## src/rtl/ov7670_capture_pkg.sv

```systemverilog
// Shared types and constants for the OV7670 pixel-capture stage.
// State encodings, default frame geometry and pixel-format widths.
package ov7670_capture_pkg;

  typedef enum logic [1:0] {
    ST_IDLE    = 2'd0,
    ST_WAIT_VS = 2'd1,
    ST_CAPTURE = 2'd2
  } cap_state_t;

  localparam int DEF_H_ACTIVE    = 640;
  localparam int DEF_V_ACTIVE    = 480;
  localparam int DEF_ADDR_W      = 19;
  localparam int DEF_SYNC_STAGES = 2;

  localparam int LINE_W = 16;
  localparam int BYTE_W = 8;
  localparam int PIX_W  = 16;

  function automatic int frame_pixels(input int h, input int v);
    return h * v;
  endfunction

endpackage

```

## src/rtl/ov7670_capture_sync_edge.sv

```systemverilog
// N-stage synchronizer for one asynchronous camera signal, with
// rise/fall detection on the synchronized output.
module ov7670_capture_sync_edge #(
  parameter int STAGES = 2
) (
  input  logic i_clk,
  input  logic i_rst,
  input  logic i_async,
  output logic o_sync,
  output logic o_rise,
  output logic o_fall
);

  logic [STAGES-1:0] r_chain;
  logic              r_prev;

  always_ff @(posedge i_clk or posedge i_rst) begin
    if (i_rst) begin
      r_chain <= '0;
      r_prev  <= 1'b0;
    end else begin
      r_chain <= {r_chain[STAGES-2:0], i_async};
      r_prev  <= r_chain[STAGES-1];
    end
  end

  assign o_sync = r_chain[STAGES-1];
  assign o_rise = r_chain[STAGES-1] & ~r_prev;
  assign o_fall = ~r_chain[STAGES-1] & r_prev;

endmodule

```

## src/rtl/ov7670_capture.sv

```systemverilog
// OV7670 parallel-bus capture: synchronizes the camera pins into clk, pairs
// bytes into RGB565 pixels with linear addresses, and checks frame geometry.
module ov7670_capture
  import ov7670_capture_pkg::*;
#(
  parameter int H_ACTIVE    = DEF_H_ACTIVE,
  parameter int V_ACTIVE    = DEF_V_ACTIVE,
  parameter int ADDR_W      = DEF_ADDR_W,
  parameter int SYNC_STAGES = DEF_SYNC_STAGES
) (
  input  logic              clk,
  input  logic              clr,
  input  logic              config_finished,
  input  logic              cam_pclk,
  input  logic              cam_vsync,
  input  logic              cam_href,
  input  logic [BYTE_W-1:0] cam_d,
  output logic              pix_valid,
  output logic [PIX_W-1:0]  pix_data,
  output logic [ADDR_W-1:0] pix_addr,
  output logic              frame_done,
  output logic              frame_err,
  output cap_state_t        dbg_state
);

  localparam logic [ADDR_W:0] LP_TOTAL = (ADDR_W+1)'(frame_pixels(H_ACTIVE, V_ACTIVE));
  localparam logic [ADDR_W:0] CNT_ONE  = (ADDR_W+1)'(1);
  localparam logic [LINE_W-1:0] LP_V   = LINE_W'(V_ACTIVE);
  localparam logic [LINE_W-1:0] LINE_ONE = LINE_W'(1);

  // Synchronized camera inputs; all share the same depth so they stay aligned.
  logic w_pclk_sync, w_pclk_rise, w_pclk_fall;
  logic w_href_sync, w_href_rise, w_href_fall;
  logic w_vs_sync, w_vs_rise, w_vs_fall;
  logic [BYTE_W-1:0] r_d_sync [SYNC_STAGES];
  logic [BYTE_W-1:0] w_d;
  logic w_unused;

  ov7670_capture_sync_edge #(.STAGES(SYNC_STAGES)) u_sync_pclk (
    .i_clk(clk), .i_rst(clr), .i_async(cam_pclk),
    .o_sync(w_pclk_sync), .o_rise(w_pclk_rise), .o_fall(w_pclk_fall)
  );

  ov7670_capture_sync_edge #(.STAGES(SYNC_STAGES)) u_sync_href (
    .i_clk(clk), .i_rst(clr), .i_async(cam_href),
    .o_sync(w_href_sync), .o_rise(w_href_rise), .o_fall(w_href_fall)
  );

  ov7670_capture_sync_edge #(.STAGES(SYNC_STAGES)) u_sync_vsync (
    .i_clk(clk), .i_rst(clr), .i_async(cam_vsync),
    .o_sync(w_vs_sync), .o_rise(w_vs_rise), .o_fall(w_vs_fall)
  );

  always_ff @(posedge clk or posedge clr) begin
    if (clr) begin
      for (int i = 0; i < SYNC_STAGES; i++) r_d_sync[i] <= '0;
    end else begin
      r_d_sync[0] <= cam_d;
      for (int i = 1; i < SYNC_STAGES; i++) r_d_sync[i] <= r_d_sync[i-1];
    end
  end

  assign w_d      = r_d_sync[SYNC_STAGES-1];
  assign w_unused = ^{w_pclk_sync, w_pclk_fall, w_href_rise, w_vs_sync};

  // Frame FSM
  cap_state_t r_state, w_next;

  always_ff @(posedge clk or posedge clr) begin
    if (clr) r_state <= ST_IDLE;
    else     r_state <= w_next;
  end

  always_comb begin
    w_next = r_state;
    case (r_state)
      ST_IDLE:    if (config_finished) w_next = ST_WAIT_VS;
      ST_WAIT_VS: if (w_vs_fall) w_next = ST_CAPTURE;
      ST_CAPTURE: w_next = ST_CAPTURE;
      default:    w_next = ST_IDLE;
    endcase
    if (!config_finished) w_next = ST_IDLE;
  end

  assign dbg_state = r_state;

  // Gating on config_finished too makes an abort take effect the same cycle.
  logic w_capturing;
  assign w_capturing = (r_state == ST_CAPTURE) && config_finished;

  // Datapath: byte pairing -> emit stage -> frame-end stage.
  logic              r_phase;
  logic [BYTE_W-1:0] r_hi;
  logic              r_pend;
  logic [PIX_W-1:0]  r_pend_data;
  logic [ADDR_W:0]   r_cnt;
  logic [LINE_W-1:0] r_line;
  logic              r_err;
  logic              r_vs_end;
  logic              r_vs_end2;

  always_ff @(posedge clk or posedge clr) begin
    if (clr) begin
      r_phase     <= 1'b0;
      r_hi        <= '0;
      r_pend      <= 1'b0;
      r_pend_data <= '0;
      r_cnt       <= '0;
      r_line      <= '0;
      r_err       <= 1'b0;
      r_vs_end    <= 1'b0;
      r_vs_end2   <= 1'b0;
      pix_valid   <= 1'b0;
      pix_data    <= '0;
      pix_addr    <= '0;
      frame_done  <= 1'b0;
      frame_err   <= 1'b0;
    end else if (!w_capturing) begin
      r_phase    <= 1'b0;
      r_pend     <= 1'b0;
      r_cnt      <= '0;
      r_line     <= '0;
      r_err      <= 1'b0;
      r_vs_end   <= 1'b0;
      r_vs_end2  <= 1'b0;
      pix_valid  <= 1'b0;
      frame_done <= 1'b0;
    end else begin
      pix_valid  <= 1'b0;
      frame_done <= 1'b0;
      r_pend     <= 1'b0;
      r_vs_end   <= w_vs_rise;
      r_vs_end2  <= r_vs_end;

      if (w_pclk_rise && w_href_sync) begin
        if (!r_phase) begin
          r_hi    <= w_d;
          r_phase <= 1'b1;
        end else begin
          r_phase <= 1'b0;
          if (r_cnt == LP_TOTAL) begin
            r_err <= 1'b1;
          end else begin
            r_pend      <= 1'b1;
            r_pend_data <= {r_hi, w_d};
          end
        end
      end else if (w_href_fall) begin
        if (r_line != '1) r_line <= r_line + LINE_ONE;
        // A dangling first byte at end of line cannot form a pixel.
        if (r_phase) begin
          r_phase <= 1'b0;
          r_err   <= 1'b1;
        end
      end

      if (r_pend) begin
        pix_valid <= 1'b1;
        pix_data  <= r_pend_data;
        pix_addr  <= r_cnt[ADDR_W-1:0];
        r_cnt     <= r_cnt + CNT_ONE;
      end

      // Frame end lags the pixel pipeline so an in-flight pixel is counted first.
      if (r_vs_end2) begin
        frame_done <= 1'b1;
        frame_err  <= (r_cnt != LP_TOTAL) | (r_line != LP_V) | r_err;
        r_cnt      <= '0;
        r_line     <= '0;
        r_phase    <= 1'b0;
        r_err      <= 1'b0;
      end
    end
  end

endmodule

```

## config.mk

```make
export PLATFORM = sky130hd
export DESIGN_NAME = ov7670_capture
export DESIGN_NICKNAME = d
export VERILOG_FILES = /design/src/rtl/ov7670_capture_pkg.sv /design/src/rtl/ov7670_capture_sync_edge.sv /design/src/rtl/ov7670_capture.sv
export SDC_FILE = /design/constraint.sdc
export NUM_CORES = 1
export LEC_CHECK = 0
export CAP_MARGIN = 20
export CORE_MARGIN = 5
export CORE_UTILIZATION = 54
export CTS_BUF_LIST = sky130_fd_sc_hd__clkbuf_16
export CTS_CLUSTER_DIAMETER = 120
export DETAILED_ROUTE_END_ITERATION = 7
export PLACE_DENSITY_LB_ADDON = 0.15
export SKIP_LAST_GASP = 1
export SLEW_MARGIN = 20
export SYNTH_ARGS = -nofsm -noshare
export SYNTH_HDL_FRONTEND = slang
export SYNTH_HIERARCHICAL = 1
export SYNTH_SLANG_ARGS = --single-unit
```

## constraint.sdc

```tcl
create_clock -name clk -period 9.87 [get_ports clk]
set_input_delay 2.4675 -clock clk [delete_from_list [all_inputs] [get_ports clk]]
set_output_delay 2.4675 -clock clk [all_outputs]
set_load 0.01 [all_outputs]
```

==> results.cfg <==
[floorplan]
design.core.area_sq_mm = 0.00977
die_height_um = 110
num_io_pins = 54
initial_utilization = 0.554
die-area_sq_mm = 0.0121
placementRows = 36
die_w_um = 110

[logic_synthesis]
synthesis.yosys.warnings = 6
synthCells = 434
syn_area_sq_mm = 0.00541
avgSynthCellArea_sq_um = 12.5
syn_nets = 455

[cells_and_area]
mostFrequentLayoutCell = sky130_fd_sc_hd__dfrtp_1
antenna-diode-count = 0
synthToLayoutAreaGrowth_pct = 22.4
post_route_cells_drive_above_1_share = 0.212
mostFrequentLayoutCells = 130 x sky130_fd_sc_hd__dfrtp_1, 53 x sky130_fd_sc_hd__mux2_2, 53 x sky130_fd_sc_hd__clkdlybuf4s50_1, 29 x sky130_fd_sc_hd__nor2_1, 25 x sky130_fd_sc_hd__nand2_1
fin_nets = 508
stdcell_area_sq_mm = 0.00663
fill_cells = 696
postLayoutCoreUtil = 0.678

[place]
routabilityCongestion = 0.852
placed_area_sq_mm = 0.00603
dp_hpwl_um = 6680
pre_cts_ws_ns = 5.26
place.port_buffers = 53

[pwr]
power.clock.fraction = 0.491
swShare = 0.238
internal_power_summed_over_all_cells_uw = 973
static-leakage-power_uw = 0.00298
seq_power_share = 0.450
totalPowerFinal_uw = 1280
comb_power_share = 0.059
cellPowerDensity_mw_per_mm2 = 193
vdd_ir_drop_max_v = 0.000134
net_load_switching_power_uw = 304

[hold_path]
holdPathEnd = u_sync_pclk/r_chain[1]$_DFF_PP0_
min_path_type = flop to flop
holdCritStartpoint = u_sync_pclk/r_chain[0]$_DFF_PP0_
hold_depth = 0

[timing]
rsz0062_at_grt = no
layout_min_cycle_time_ns = 4.17
maxSlewHeadroom = 0.367
finalSetupTns_ns = 0
final.setup.worst_slack_ns = 5.70
period_share = 0.423
fin_worst_skew_ns = 0.0110
final_max_slew_viol_count = 0
setup-violations-final = 0
maxClockFrequency_mhz = 240
finalHoldViolations = 0
worst_slew_pin_tran_ns = 0.949

[setup_path]
crit-reg2reg-launch = dbg_state[0]$_DFFE_PP0P_
critical_path.startpoint_type = input pin
kind_of_cell_adding_the_most_delay_to_the_critical_path = simple AND/OR/NAND/NOR gates
timing.critical_path.to_type = flop
critical_path_arrival_ns = 4.46
rr_worst_depth = 4
timing.critical_path.required_ns = 10.15
cpPeakStageDelay_ns = 0.78
critPathMaxFanout = 40
regToRegSetupSlack_ns = 7.62
cp_cell_sequence = clkdlybuf4s50_1, nand3_2, mux2_2
crit_type = input pin to flop
worstPathBufferInverterCount = 1
timing.rr.end = pix_data[2]$_DFFE_PP0P_
slowest_stage = sky130_fd_sc_hd__nand3_2

[global_routing]
grt_remaining_overflow = 0
track_usage = 0.193
grt_max_degree = 78
first_global_vias = 3636
antenna_violations_before_repair = 0
grt_pass1_wl_um = 18000

[clocking]
post_cts_buffers = 0
tritoncts_num_sinks = 130
cts.reportedPaths.clkPinSlew_ns = 0.06
cts_root_buffer = sky130_fd_sc_hd__clkbuf_16
cts_buffers = 17
max-clock-path-buffers = 2
cts.htree.levels = 4
clk-insertion-delay-late_ns = 0.41
tritoncts_clock_tree = yes
hold_buffers = 0
postCtsResizedCells = 0

[run]
max-cap-violations = 0

[routing]
drt_iter0_markers = 154
dr.pass1.iters = 4
drc = 0
route.final.wire_length_um = 10500
vias_per_cell = 5.67
count_of_vias_placed_by_the_detailed_router = 3592
drt.antenna.violating_nets = 0
detail_route.wl_per_cell_um = 16.6

[run_status]
run_status = complete, no violations
area by class of cell:
class,count,area [sq um],area share
flip-flops and latches,130,3250,0.491
repair buffers,54,538,0.0812
multi-input cells,268,2010,0.303
clock buffers,17,425,0.0642
inverters,16,62.6,0.00944
well taps,133,166,0.0251
clock inverters,15,173,0.0261
power groups by stage:
stage / Clock, uW / Sequential, uW / Combinational [uW]
floorplan: 0 / 579 / 50.5
global placement: 0 / 580 / 72.7
detailed placement: 0 / 582 / 75.9
CTS: 638 / 574 / 77.7
global route: 666 / 576 / 86.0
finish: 627 / 574 / 75.4
routing by layer:
| metal | up-vias | global-route usage | part of all wire |
|---|---|---|---|
| li1 | 1672 | - | - |
| met1 | 1808 | 0.250 | 0.43 |
| met2 | 94 | 0.316 | 0.51 |
| met3 | 18 | 0.0489 | 0.039 |
| met4 | 0 | 0.0695 | 0.017 |
| met5 | - | 0 | 0 |
metrics by stage:
stage | std cells | hold WS [ns]
after floorplan | 434 | 0.331
after global placement | 601 | 0.332
after detailed placement | 601 | 0.335
after CTS | 633 | 0.348
after global routing | 633 | 0.362
final | 633 | 0.348
worst max path at each step:
stage                    startpoint                  endpoint  depth (start not counted)
floorplan                       clr  dbg_state[0]$_DFFE_PP0P_                          1
global placement    config_finished   pix_data[6]$_DFFE_PP0P_                          3
detailed placement  config_finished   pix_data[2]$_DFFE_PP0P_                          3
CTS                 config_finished   pix_data[2]$_DFFE_PP0P_                          3
global route        config_finished  pix_addr[15]$_DFFE_PP0P_                          3
finish              config_finished   pix_data[2]$_DFFE_PP0P_                          3
worst reg2reg max path: cells and delay by family (launching register included):
kind,cells,cell delay [ns]
AND/OR/NAND/NOR,1,0.77
adder cells (fa/ha/maj),1,0.27
multiplexers,1,0.59
flip-flops,1,0.40
buffers and inverters,1,0.09
flip-flops by register name, indices dropped and copies added (netlist names), 2 cells and up:
name and cells:
dbg_state 2, w_d 8, r_hi 8, u_sync_vsync/r_chain 2
r_d_sync 8, pix_data 16, pix_addr 19, u_sync_href/r_chain 2
u_sync_pclk/r_chain 2, r_line 16, r_cnt 20, r_pend_data 16
Note: power is estimated with default switching activity, not from simulation.
